<file path="src/rtl/config_sequencer_pkg.sv">
// Shared definitions for the ZUMA configuration sequencer: state encoding,
// fabric size derivation and the width helper for the word counter.
package config_sequencer_pkg;

  typedef enum logic [1:0] {
    IDLE = 2'd0,
    RUN  = 2'd1,
    DONE = 2'd2
  } seq_state_e;

  localparam int MAX_TOTAL = 65535;

  function automatic int clog2(input int value);
    int r;
    r = 0;
    for (int i = 0; i < 31; i++) begin
      if ((1 << i) < value) r = i + 1;
    end
    return r;
  endfunction

  function automatic int total_words(input int stages, input int lutsize);
    return stages << lutsize;
  endfunction

endpackage

</file>
<file path="src/rtl/config_stage_decoder.sv">
// Combinational stage select: the counter bits above the LUT address pick one
// stage strobe, qualified by the write enable.
module config_stage_decoder #(
  parameter int STAGES  = 16,
  parameter int LUTSIZE = 6,
  parameter int CNT_W   = 11
) (
  input  logic [CNT_W-1:0]  cnt,
  input  logic              wr_en,
  output logic [STAGES-1:0] wren
);

  localparam int SEL_W = CNT_W - LUTSIZE;

  logic [SEL_W-1:0] sel;

  assign sel = cnt[CNT_W-1:LUTSIZE];

  always_comb begin
    wren = '0;
    for (int s = 0; s < STAGES; s++) begin
      wren[s] = wr_en && (sel == SEL_W'(s));
    end
  end

endmodule

</file>
<file path="src/rtl/config_sequencer.sv">
// Streams a full overlay bitstream into the LUT configuration fabric, one
// registered stage strobe per accepted word, in stage-major address order.
module config_sequencer
  import config_sequencer_pkg::*;
#(
  parameter int WIDTH   = 40,
  parameter int STAGES  = 16,
  parameter int LUTSIZE = 6
) (
  input  logic               clk,
  input  logic               reset,
  input  logic               start,
  input  logic [WIDTH-1:0]   cfg_data,
  input  logic               cfg_valid,
  output logic               cfg_ready,
  output logic [STAGES-1:0]  wren_out,
  output logic [LUTSIZE-1:0] addr_out,
  output logic [WIDTH-1:0]   data_out,
  output logic [15:0]        progress,
  output logic               busy,
  output logic               done
);

  localparam int TOTAL = total_words(STAGES, LUTSIZE);
  localparam int CNT_W = clog2(TOTAL) + 1;

  generate
    if (TOTAL > MAX_TOTAL) begin : g_size_check
      $error("config_sequencer: STAGES << LUTSIZE exceeds 65535 words");
    end
  endgenerate

  seq_state_e         state_q, state_d;
  logic [CNT_W-1:0]   cnt_q, cnt_d;
  logic [15:0]        progress_q, progress_d;

  logic               hs_p0;
  logic [STAGES-1:0]  wren_p0, wren_p1;
  logic [LUTSIZE-1:0] addr_p0, addr_p1;
  logic [WIDTH-1:0]   data_p0, data_p1;

  // Stage 0: handshake, next-state and write formation
  assign hs_p0 = cfg_valid && (state_q == RUN);

  config_stage_decoder #(
    .STAGES  (STAGES),
    .LUTSIZE (LUTSIZE),
    .CNT_W   (CNT_W)
  ) u_stage_decoder (
    .cnt   (cnt_q),
    .wr_en (hs_p0),
    .wren  (wren_p0)
  );

  always_comb begin
    state_d    = state_q;
    cnt_d      = cnt_q;
    progress_d = progress_q;
    addr_p0    = addr_p1;
    data_p0    = data_p1;
    case (state_q)
      IDLE, DONE: begin
        if (start) begin
          state_d    = RUN;
          cnt_d      = '0;
          progress_d = '0;
        end
      end
      RUN: begin
        if (hs_p0) begin
          cnt_d      = cnt_q + CNT_W'(1);
          progress_d = progress_q + 16'd1;
          addr_p0    = cnt_q[LUTSIZE-1:0];
          data_p0    = cfg_data;
          if (cnt_q == CNT_W'(TOTAL - 1)) state_d = DONE;
        end
      end
      default: state_d = IDLE;
    endcase
  end

  // Stage 1: registered control and write port
  always_ff @(posedge clk) begin
    if (reset) begin
      state_q    <= IDLE;
      cnt_q      <= '0;
      progress_q <= '0;
      wren_p1    <= '0;
      addr_p1    <= '0;
      data_p1    <= '0;
    end else begin
      state_q    <= state_d;
      cnt_q      <= cnt_d;
      progress_q <= progress_d;
      wren_p1    <= wren_p0;
      addr_p1    <= addr_p0;
      data_p1    <= data_p0;
    end
  end

  assign cfg_ready = (state_q == RUN);
  assign busy      = (state_q == RUN);
  assign done      = (state_q == DONE);
  assign progress  = progress_q;
  assign wren_out  = wren_p1;
  assign addr_out  = addr_p1;
  assign data_out  = data_p1;

endmodule

</file>
<file path="config.mk">
export PLATFORM = sky130hd
export DESIGN_NAME = config_sequencer
export DESIGN_NICKNAME = d
export VERILOG_FILES = /design/src/rtl/config_sequencer_pkg.sv /design/src/rtl/config_stage_decoder.sv /design/src/rtl/config_sequencer.sv
export SDC_FILE = /design/constraint.sdc
export NUM_CORES = 1
export LEC_CHECK = 0
export CAP_MARGIN = 25
export CORE_MARGIN = 1
export CORE_UTILIZATION = 39
export DETAILED_ROUTE_END_ITERATION = 6
export PLACE_DENSITY_LB_ADDON = 0.08
export SETUP_SLACK_MARGIN = 0.05
export SKIP_CTS_REPAIR_TIMING = 1
export SYNTH_ARGS = -nofsm -noshare
export SYNTH_HDL_FRONTEND = slang
export SYNTH_HIERARCHICAL = 1
export SYNTH_SLANG_ARGS = --single-unit
</file>
<file path="constraint.sdc">
create_clock -name clk -period 4.8 [get_ports clk]
set_clock_uncertainty 0.2 [all_clocks]
set_input_delay 1.2 -clock clk [delete_from_list [all_inputs] [get_ports clk]]
set_output_delay 1.2 -clock clk [all_outputs]
set_load 0.1 [all_outputs]
</file>
==> reports/results.ini <==
[run_status]
status = complete, no violations

[placed_design]
port_buffers = 124
placed_area_sq_mm = 0.00478
post-dp-hpwl_mm = 5.56
globalplace.congestion = 0.793

[worst_setup_path]
worst_setup_path_start_kind = flop
cp.required_ns = 3.40
slowest_stage = clkdlybuf4s50_1
crit_fanout = 7
slowest_delay_ns = 1.15
critPathArrivalTime_ns = 2.14
path_cells = inv_1 -> nor2_1 -> clkdlybuf4s50_1
cp-end-kind = primary output
path_class = flop to primary output

[global_route]
grt_usage_pct = 17.8
grt_max_degree = 70
antenna_found_initial = 0
grt_pass1_vias = 2788
grt_pass1_wl_mm = 13.0
grt_remaining_overflow = 0

[timing]
setup_tns_ns = 0
finalHoldViolCount = 0
fin_crit_ns = 3.54
rsz0062_at_grt = no
fmax_mhz = 282
slew_viol_final = 0
setup_viol = 0
period_share_pct = 73.8
relSlewSlack_pct = 32.2
worstMarginPinSlew_ns = 1.01

[finish]
antennaDiodeCount = 0
layout_common_cells = clkdlybuf4s50_1, nand2_1, dfxtp_1
nNetsFinal = 575
synthToLayoutAreaGrowth_pct = 42.5
finalInstanceArea_sq_mm = 0.00496
layout_commonest_cell = clkdlybuf4s50_1
drive_above_1_share_pct = 4.87

[synthesis]
async_flop_share_pct = 0
syn-mean-instance-area_sq_um = 8.43
synth_edf_count = 0
syn_inst = 413
postSynthNetCount = 459
ys_types = 41
ys_ff_latch = 91
mappedNetlistArea_sq_mm = 0.00348
ys.flop_type = dfxtp_1
yosys_warnings = 6
synth_seq_area_share_pct = 52.3

[cts]
htree_num_levels = 3
clock_path_buffers = 2
clk_latency_ns = 0.35
numCtsBuffers = 9
cts_tree = done
cts_sinks = 91
clockRootBuffer = clkbuf_8
path_clk_slew_ns = 0.09

[routing]
drt_first_pass_iters = 4
wl_mm = 8.31
ant_nets = 0
drc = 0
routed_via_density = 4.90
wire_per_inst_microns = 12.9
vias = 3144
drtIter0Drc = 171

[pwr]
total_power_mw = 1.49
max-vdd-ir-drop_mv = 0.145
power.density_mw_per_mm2 = 301
power_leakage_nw = 1.67

[floorplanning]
coreArea_sq_mm = 0.00868
die_x_microns = 96.5
ioPinCount = 125
fp-row-count = 34
start_util_pct = 40.1
die_h_microns = 96.5
dieArea_sq_mm = 0.00931

[hold_path]
hold_path.class = flop to flop

[flow_run]
maxCapViolations = 0

where the power goes:
part	total [mW]	internal [mW]	switching [mW]
Clock	0.470	0.204	0.266
Sequential	0.779	0.770	0.00920
Combinational	0.244	0.0708	0.173
Total	1.49	1.05	0.448
critical path: cells and delay by family (launching register included):
kind,cells,cell delay (ns)
buf+inv,2,1.23
flops,1,0.45
simple gates,1,0.12
cells in the mapped netlist, drive strengths merged (8+ instances only):
library cell / count / area [sq um]
xor2: 8 / 70.1
nor2: 34 / 128
nor2b: 17 / 106
buf: 10 / 51.3
a21oi: 59 / 295
clkbuf: 13 / 48.8
o21ai: 12 / 60.1
or3: 10 / 62.6
dfxtp: 91 / 1820
nand2: 96 / 360
routing by layer:
layer | track usage, % | up-vias | wire length [microns]
met5 | 0 | - | 0
met4 | 6.74 | 0 | 106
met3 | 5.01 | 10 | 563
met2 | 28.2 | 90 | 3760
met1 | 23.0 | 1416 | 3880
li1 | - | 1628 | -
metrics by stage:
step,util (%),hold WS (ns),instances,setup WS [ns]
final,57.2,0.257,642,1.26
after global routing,57.2,0.279,642,1.17
after CTS,57.2,0.257,642,1.25
after detailed placement,55.1,0.246,626,1.43
after global placement,55.1,0.241,626,1.48
after floorplan,-,0.254,413,1.17
kinds of logic after synthesis:
family | count (synthesis) | synth area share (%)
adder cells (fa/ha/maj) | 2 | 0.719
AND/OR/NAND/NOR | 192 | 26.2
XOR/XNOR | 12 | 3.02
flip-flops | 91 | 52.3
buffers and inverters | 27 | 3.34
AO/OA/AOI/OAI | 89 | 14.4
final cells by class:
cell class                 count  area (sq um)
clock buffer                  11           141
clock inverter                 5          37.5
fill                         808          3720
inverter                       4          16.3
multi-input combinational    295          1540
sequential                    91          1820
tap                          108           135
timing repair buffer         128          1270
flip-flops by register name, summed over array words and instances, names as in the netlist:
signal and cells:
addr_out 6, cnt_q 11, data_out 40, progress 16
state_q 2, wren_out 16
final timing paths:
path / from / to / slack [ns] / cells past startpoint
min reg2reg: data_out[4] / data_out[4] / 0.26 / 2
min: data_out[4] / data_out[4] / 0.26 / 2
max reg2reg: state_q[0] / cnt_q[5] / 2.55 / 4
max: state_q[0] / busy / 1.26 / 3
Power figures use the tool's default switching activity.
